==> config.mk <==
export PLATFORM = sky130hd
export DESIGN_NAME = tqv_uart_tx
export DESIGN_NICKNAME = d
export VERILOG_FILES = /design/src/rtl/tqv_periph_pkg.sv /design/src/rtl/tqv_sync_fifo.sv /design/src/rtl/tqv_uart_tx.sv
export SDC_FILE = /design/constraint.sdc
export NUM_CORES = 1
export LEC_CHECK = 0
export CAP_MARGIN = 15
export CORE_MARGIN = 3
export CORE_UTILIZATION = 30
export DETAILED_ROUTE_END_ITERATION = 8
export GPL_TIMING_DRIVEN = 0
export HOLD_SLACK_MARGIN = 0.06
export PLACE_DENSITY = 0.51
export SYNTH_ARGS = -nofsm -noshare
export SYNTH_HDL_FRONTEND = slang
export SYNTH_SLANG_ARGS = --single-unit
==> constraint.sdc <==
create_clock -name clk -period 7.1 [get_ports clk]
set_input_delay 1.065 -clock clk [delete_from_list [all_inputs] [get_ports clk]]
set_output_delay 1.065 -clock clk [all_outputs]
set_load 0.005 [all_outputs]
==> src/rtl/tqv_periph_pkg.sv <==
// Shared definitions for the CPU-bus peripherals: register offsets, STATUS
// bit positions, select decode and the UART transmit FSM encoding.
package tqv_periph_pkg;

  localparam logic [3:0] TXDATA_OFF = 4'h0;
  localparam logic [3:0] STATUS_OFF = 4'h4;
  localparam logic [3:0] DIV_OFF    = 4'h8;

  localparam int STAT_FULL    = 0;
  localparam int STAT_BUSY    = 1;
  localparam int STAT_EMPTY   = 2;
  localparam int STAT_OVF     = 3;
  localparam int STAT_LVL_LSB = 4;

  localparam logic [1:0] UART_SEL = 2'b01;

  typedef enum logic [1:0] {
    ST_IDLE,
    ST_START,
    ST_DATA,
    ST_STOP
  } uart_tx_state_t;

endpackage

==> src/rtl/tqv_sync_fifo.sv <==
// Single-clock FIFO with an explicit level count so full and empty stay
// distinct; a push into a full FIFO is taken only when a pop frees a slot.
module tqv_sync_fifo #(
  parameter int WIDTH = 8,
  parameter int DEPTH = 4,
  localparam int AW   = $clog2(DEPTH)
) (
  input  logic             clk,
  input  logic             rstn,
  input  logic             push_i,
  input  logic             pop_i,
  input  logic [WIDTH-1:0] wdata_i,
  output logic [WIDTH-1:0] rdata_o,
  output logic             full_o,
  output logic             empty_o,
  output logic [AW:0]      level_o
);

  logic [WIDTH-1:0] mem_q [DEPTH];
  logic [AW-1:0]    wptr_q, rptr_q;
  logic [AW:0]      level_q;
  logic             do_push, do_pop;

  assign full_o  = (level_q == (AW+1)'(DEPTH));
  assign empty_o = (level_q == '0);
  assign level_o = level_q;
  assign rdata_o = mem_q[rptr_q];

  assign do_pop  = pop_i && !empty_o;
  assign do_push = push_i && (!full_o || do_pop);

  always_ff @(posedge clk) begin
    if (do_push) mem_q[wptr_q] <= wdata_i;
  end

  always_ff @(posedge clk or negedge rstn) begin
    if (!rstn) begin
      wptr_q  <= '0;
      rptr_q  <= '0;
      level_q <= '0;
    end else begin
      if (do_push) wptr_q <= wptr_q + 1'b1;
      if (do_pop)  rptr_q <= rptr_q + 1'b1;
      case ({do_push, do_pop})
        2'b10:   level_q <= level_q + 1'b1;
        2'b01:   level_q <= level_q - 1'b1;
        default: level_q <= level_q;
      endcase
    end
  end

endmodule

==> src/rtl/tqv_uart_tx.sv <==
// Memory-mapped 8N1 UART transmitter: CPU bytes go through a small FIFO and
// are shifted out LSB first at divider+1 clocks per bit.
module tqv_uart_tx
  import tqv_periph_pkg::*;
#(
  parameter int                   FIFO_DEPTH  = 4,
  parameter int                   DIV_WIDTH   = 12,
  parameter logic [DIV_WIDTH-1:0] DEFAULT_DIV = DIV_WIDTH'(103)
) (
  input  logic        clk,
  input  logic        rstn,
  input  logic        sel,
  input  logic [3:0]  addr,
  input  logic [1:0]  write_n,
  input  logic [1:0]  read_n,
  input  logic [31:0] wdata,
  output logic [31:0] rdata,
  output logic        uart_tx,
  output logic        tx_busy
);

  localparam int AW = $clog2(FIFO_DEPTH);

  uart_tx_state_t       state_q, state_d;
  logic [DIV_WIDTH-1:0] div_q, cnt_q, cnt_d, reload_q, reload_d;
  logic [2:0]           bit_q, bit_d;
  logic [7:0]           shift_q, shift_d;
  logic                 tx_q, tx_d, busy_q, ovf_q, ovf_d;

  logic        wr_en, rd_en, push, pop, bit_end;
  logic        f_full, f_empty;
  logic [7:0]  f_head, status;
  logic [AW:0] f_level;
  logic [4:0]  lvl_ext;
  logic        unused_wdata;

  assign wr_en        = sel && (write_n != 2'b11);
  assign rd_en        = sel && (read_n != 2'b11);
  assign push         = wr_en && (addr == TXDATA_OFF);
  assign unused_wdata = &{1'b0, wdata};

  tqv_sync_fifo #(.WIDTH(8), .DEPTH(FIFO_DEPTH)) u_fifo (
    .clk     (clk),
    .rstn    (rstn),
    .push_i  (push),
    .pop_i   (pop),
    .wdata_i (wdata[7:0]),
    .rdata_o (f_head),
    .full_o  (f_full),
    .empty_o (f_empty),
    .level_o (f_level)
  );

  // Overflow only when the byte is really dropped; a set beats a clear.
  always_comb begin
    ovf_d = ovf_q;
    if (wr_en && addr == STATUS_OFF && wdata[STAT_OVF]) ovf_d = 1'b0;
    if (push && f_full && !pop)                         ovf_d = 1'b1;
  end

  always_comb begin
    state_d  = state_q;
    cnt_d    = cnt_q;
    reload_d = reload_q;
    bit_d    = bit_q;
    shift_d  = shift_q;
    pop      = 1'b0;
    bit_end  = (cnt_q == reload_q);
    case (state_q)
      ST_IDLE: begin
        if (!f_empty) begin
          pop      = 1'b1;
          shift_d  = f_head;
          reload_d = div_q;
          cnt_d    = '0;
          state_d  = ST_START;
        end
      end
      ST_START: begin
        if (bit_end) begin
          cnt_d   = '0;
          bit_d   = '0;
          state_d = ST_DATA;
        end else cnt_d = cnt_q + 1'b1;
      end
      ST_DATA: begin
        if (bit_end) begin
          cnt_d   = '0;
          shift_d = {1'b0, shift_q[7:1]};
          if (bit_q == 3'd7) state_d = ST_STOP;
          else               bit_d   = bit_q + 3'd1;
        end else cnt_d = cnt_q + 1'b1;
      end
      ST_STOP: begin
        if (bit_end) begin
          cnt_d = '0;
          // Chain straight into the next frame so there is no idle gap.
          if (!f_empty) begin
            pop      = 1'b1;
            shift_d  = f_head;
            reload_d = div_q;
            state_d  = ST_START;
          end else state_d = ST_IDLE;
        end else cnt_d = cnt_q + 1'b1;
      end
      default: state_d = ST_IDLE;
    endcase
  end

  always_comb begin
    case (state_q)
      ST_START: tx_d = 1'b0;
      ST_DATA:  tx_d = shift_q[0];
      default:  tx_d = 1'b1;
    endcase
  end

  always_ff @(posedge clk or negedge rstn) begin
    if (!rstn) begin
      state_q  <= ST_IDLE;
      div_q    <= DEFAULT_DIV;
      cnt_q    <= '0;
      reload_q <= '0;
      bit_q    <= '0;
      shift_q  <= '0;
      tx_q     <= 1'b1;
      busy_q   <= 1'b0;
      ovf_q    <= 1'b0;
    end else begin
      state_q  <= state_d;
      cnt_q    <= cnt_d;
      reload_q <= reload_d;
      bit_q    <= bit_d;
      shift_q  <= shift_d;
      tx_q     <= tx_d;
      busy_q   <= !f_empty || (state_q != ST_IDLE);
      ovf_q    <= ovf_d;
      if (wr_en && addr == DIV_OFF) div_q <= wdata[DIV_WIDTH-1:0];
    end
  end

  assign uart_tx = tx_q;
  assign tx_busy = busy_q;

  // Level field is 4 bits; a 16-deep FIFO reports 15 when full.
  assign lvl_ext = 5'(f_level);

  always_comb begin
    status                        = '0;
    status[STAT_FULL]             = f_full;
    status[STAT_BUSY]             = busy_q;
    status[STAT_EMPTY]            = f_empty;
    status[STAT_OVF]              = ovf_q;
    status[STAT_LVL_LSB +: 4]     = lvl_ext[4] ? 4'hF : lvl_ext[3:0];
    rdata = '0;
    if (rd_en) begin
      case (addr)
        STATUS_OFF: rdata = {24'd0, status};
        DIV_OFF:    rdata = 32'(div_q);
        default:    rdata = '0;
      endcase
    end
  end

endmodule

; Word level (Yosys, flattened, before mapping)
; Memory sizes are Yosys's and may differ from the RTL's.
; Cells that the tools add are included.
[totals]
mem_bits_ro = 0
wordCells = 98
memories = 1
register_bits = 59
output_inout_bits = 34
latch_bits = 0
mem_bits_rw = 32
[op_classes]
n_mux = 32
shift = 0
magnitude_cmp = 0
add_sub_neg = 6
reduce_logical = 29
mul = 0
n_div = 0
bitwise = 0
n_eq_ne = 18
[memory_table]
columns = name, depth, width, read_ports, rd_clocked_by_memory_dff, wr, line_no
row1 = u_fifo.mem_q, 4, 8, 1, 0, 1, tqv_sync_fifo.sv:19  ; logic [WIDTH-1:0] mem_q [DEPTH];
[op_table]
columns = cell, count
row1 = 12-bit case mux with 2 select lines, 3
row2 = 12-bit two-way mux, 5
row3 = 8-bit two-way mux, 3
row4 = 8-bit case mux with 3 select lines, 1
row5 = 2-bit inequality test (second input constant), 8
row6 = 12-bit by 1-bit adder with 12-bit output (second input constant), 1
row7 = 12-bit equality test, 1
row8 = 3-bit case mux with 2 select lines, 2
row9 = 1-bit logical AND, 10
row10 = 2-bit two-way mux, 5
row11 = 2-bit nonzero test, 5
row12 = 3-bit two-way mux, 3
row13 = 2-bit case mux with 4 select lines, 1
row14 = 1-bit two-way mux, 7
row15 = 3-bit by 1-bit adder with 3-bit output (second input constant), 2
row16 = 2-bit equality test (second input constant), 3
row17 = 3-bit equality test (second input constant), 2
row18 = 5-bit AND reduction, 1
row19 = 2-bit by 1-bit adder with 2-bit output (second input constant), 2
row20 = 2-bit by 1-bit equality test with 1-bit output (second input constant), 2
row21 = 4-bit by 3-bit equality test with 1-bit output (second input constant), 1
row22 = 4-bit equality test (second input constant), 1
row23 = 4-bit logical NOT, 1
row24 = 1-bit case mux with 2 select lines, 2
row25 = 10 further kinds, 13

; Logic depth before layout (Yosys ltp)
[logic_depth]
ltp_word = 9
depth_mapped = 12
depth_no_buf = 12

; Hierarchy
; Synthesis repeated with hierarchy kept, for this count alone.
[unflattened]
hier_cells = 335
hier_area_um2 = 4470.5
[modules_own_cells]
columns = module, n_inst, cells_each, seq_area_each_um2, area_each_um2
row1 = tqv_uart_tx, 1, 255, 1308.8, 2882.8
row2 = tqv_sync_fifo, 1, 80, 1136.1, 1587.8

; Worst setup path before layout
; No wires, ideal clock.
[synth_path]
path_type = input -> output
startpoint = input port addr[1]
endpoint = output port rdata[0]
path_slack_ns = 3.912
path_stages = 3
arrival_time_ns = 2.123
path_buffers = 0
required_time_ns = 6.035
cell_sequence = nor4b_1 a22oi_1 nor2_1
[synth_between]
elab_chain_len = 3
word_cells_on_any_way = 4
cone_classes = eq/ne (2) / mux (2)
[synth_rtl]
columns = element, line_no
row1 = from (decl), tqv_uart_tx.sv:13  ; input logic [3:0] addr,
row2 = 4-bit equality test / 4-bit by 3-bit equality test with 1-bit output (equally long branches), tqv_uart_tx.sv:157  ; case (addr)
row3 = 12-bit case mux with 2 select lines (*), tqv_uart_tx.sv:157
row4 = 12-bit two-way mux (*), tqv_uart_tx.sv:156  ; if (rd_en) begin
row5 = to (decl), tqv_uart_tx.sv:17  ; output logic [31:0] rdata,
; Mark *: on every way between the ends. The rest lies on a longest branch, timed or not.

; Worst setup path after layout
[layout_path]
startpoint = input port addr[1]
endpoint = output port rdata[7]
; Same word-level chain as after synthesis.

==> reports/summary.txt <==
GR Overflow Total: 0
H-tree levels: 3
die area: 16,300 um^2
core region area: 14,200 um^2
non-filler cells, final: 601
worst hold margin: 481 ps
die height: 128 um
Worst R2R End: u_fifo.level_o[2]
status: completed
clk sinks: 91
final worst-path cycle share: 59.3%
power per cell area: 365 nW/um^2
most common cell after layout, fill and taps aside: dfrtp_1
Chip Width: 128 um
Switch Pwr: 0.000645 W
Setup Viol. Count Final: 0
most frequent cells in the layout: 53 x dfrtp_1, 36 x nand2_1, 35 x clkdlybuf4s50_1
met3 wire length: 404 um
CTS clk-pin slew, worst paths: 70 ps
mapped cell area: 4440 um^2
Mapped Cells: 349
CTS tree: done
Comb pwr share: 37.6%
Ports: 77
Layout area overhead: 20.9%
worst hold path class: flop to flop
Detail Route Antenna Nets: 0
Initial DRT Pass Iterations: 4
Post-synth EDFFs: 32
Worst Hold Depth: 1
post-synthesis cell type count: 48
Most used DFF post-synth: dfrtp_1
layout cells sized above 1: 21.1%
Finished Core Util: 37.8%
clk buf depth: 2
Placed Cells: 584
Hold Violations, Final: 0
Leakage: 2.28 nW
vias post-DR: 2,733
fin nets: 473
Diodes inserted: 0
IO buf count: 36
initial antenna violation count: 0
yosys warns: 0
crit-path max FO: 9
#FFs+latches synth: 91
CTS root buf: clkbuf_16
routed wl met2: 3850 um
shortest period the worst path allows: 4210 ps
Worst Hold End: uart_tx
CP Capture Type: output port
Sw Share: 32.9%
Tightest Pin Transition: 933 ps
final wirelength: 8640 um
Critical Path RT: 6030 ps
vias in the first global route: 2,697
post-synthesis sequential area ratio: 55.0%
Flop pwr share: 40.1%
slew margin rel.: 37.4%
worst vdd ir: 0.156 mV
Worst Setup Start Kind: primary input
# rows: 43
M1 WL: 4180 um
clock power share: 22.2%
reg2reg start: u_fifo.level_o[0]
worst skew pair latency: 340 ps
Worst R2R Setup Slack: 4120 ps
max cap viols: 0
PostCTS Resize Cnt: 0
drt drc: 0
Internal Power: 0.00132 W
Vias/cell: 4.55
Critical Path AT: 3150 ps
Initial Utilization: 31.3%
setup bufs post-CTS: 0
1st-iter DRT viols: 57
GRT Total Usage: 11.1%
hold_sp: shift_q[0]
total CTS buffers: 9
Max Fclk: 0.237 GHz
TNS Setup: 0 ps
cts hold-fix bufs: 0
Final GP Congestion: 0.775
unrepaired setup endpoints after global routing: no
reg2reg path depth: 11
routed length per instance: 14.4 um
top layer in use: met4
Avg Inst Size Synth: 12.7 um^2
first-pass GRT wire length: 14,000 um
Layout Skew: 8.01 ps
Final Max Slew Viols: 0
Synth async-reset ratio: 64.8%
post-DP HPWL: 6310 um
crit path kind: primary input to output port
pin count of the biggest net entering global routing: 60
==> worst max-delay path by stage <==
stage	startpoint	endpoint	slack (ps)	depth (start not counted)
floorplan	addr[1]	rdata[0]	3910	3
global placement	addr[1]	rdata[1]	2610	5
global route	addr[1]	rdata[7]	2670	7
CTS	addr[1]	rdata[1]	2610	5
detailed placement	addr[1]	rdata[1]	2620	5
finish	addr[1]	rdata[7]	2890	7
==> through the flow <==
stage          area [um^2]  power [W]  worst slack [ps]
6_report              5370    0.00196              2890
3_5_place_dp          5100    0.00155              2620
4_1_cts               5370    0.00199              2610
3_3_place_gp          5100    0.00153              2610
5_1_grt               5370    0.00210              2670
2_1_floorplan         4510    0.00137              3910
==> cell usage after synthesis (4+ instances only) <==
library cell	count	share of area, %
clkbuf_1	6	0.51
mux4_2	8	4.1
nor2_1	15	1.3
a21o_1	4	0.68
mux2_2	22	5.6
dfrtp_1	53	30
o21ai_0	10	1.1
xor2_1	18	3.5
xnor2_1	4	0.79
a21oi_1	6	0.68
nand2b_1	6	0.84
inv_1	10	0.84
buf_4	20	3.4
nand2_1	36	3.0
nor3_1	5	0.56
nand3_1	6	0.68
a22oi_1	7	1.2
mux2_4	10	3.4
a31oi_1	6	0.84
ha_1	13	3.7
dfstp_2	6	3.5
and2_1	11	1.5
edfxtp_1	32	22
==> critical path, stage by stage <==
cell             delay, ps
clkdlybuf4s50_1        420
nor3_1                 230
and2_1                 150
clkbuf_1               310
and3_1                 310
and2_1                 160
clkdlybuf4s50_1        500
==> area by class of cell <==
class | instances | area [um^2]
plain buffers | 29 | 193
clock buffers | 11 | 233
clock inverters | 5 | 37.5
fillers | 1402 | 8830
inverters | 11 | 41.3
multi-input cells | 237 | 1840
flip-flops and latches | 91 | 2440
well taps | 180 | 225
repair buffers | 37 | 363
==> logic make-up (layout without fill, tap and decap cells) <==
family,count (synthesis),after routing,share of synthesized area [%]
AOI/OAI and AO/OA,44,44,6.79
xor gates and xnor gates,22,22,4.34
adders and majority gates,14,14,4.11
buffers and inverters,40,93,5.27
DFF,91,91,55.0
muxes,43,43,13.7
other,1,20,0.0844
and+or+nand+nor,94,94,10.7
==> routing by layer <==
metal / vias to the layer above / track usage [%]
met1: 1301 / 15.1
met3: 15 / 2.00
met2: 75 / 17.1
met5: - / 0
met4: 0 / 5.74
li1: 1342 / -
==> power by group through the flow <==
stage,combinational (W),sequential (W),clock [W]
floorplan,0.000603,0.000765,0
global placement,0.000733,0.000796,0
detailed placement,0.000749,0.000798,0
CTS,0.000750,0.000789,0.000452
global route,0.000824,0.000806,0.000469
finish,0.000738,0.000787,0.000436
==> registers in the layout, indices dropped and copies added, names as in the netlist <==
signal	flops
u_fifo.wptr_q	2
u_fifo.rptr_q	2
ovf_q	1
shift_q	8
tx_busy	1
state_q	2
cnt_q	12
u_fifo.mem_q	32
reload_q	12
u_fifo.level_o	3
div_q	12
uart_tx	1
bit_q	3
(Power assumes the default switching activity.)
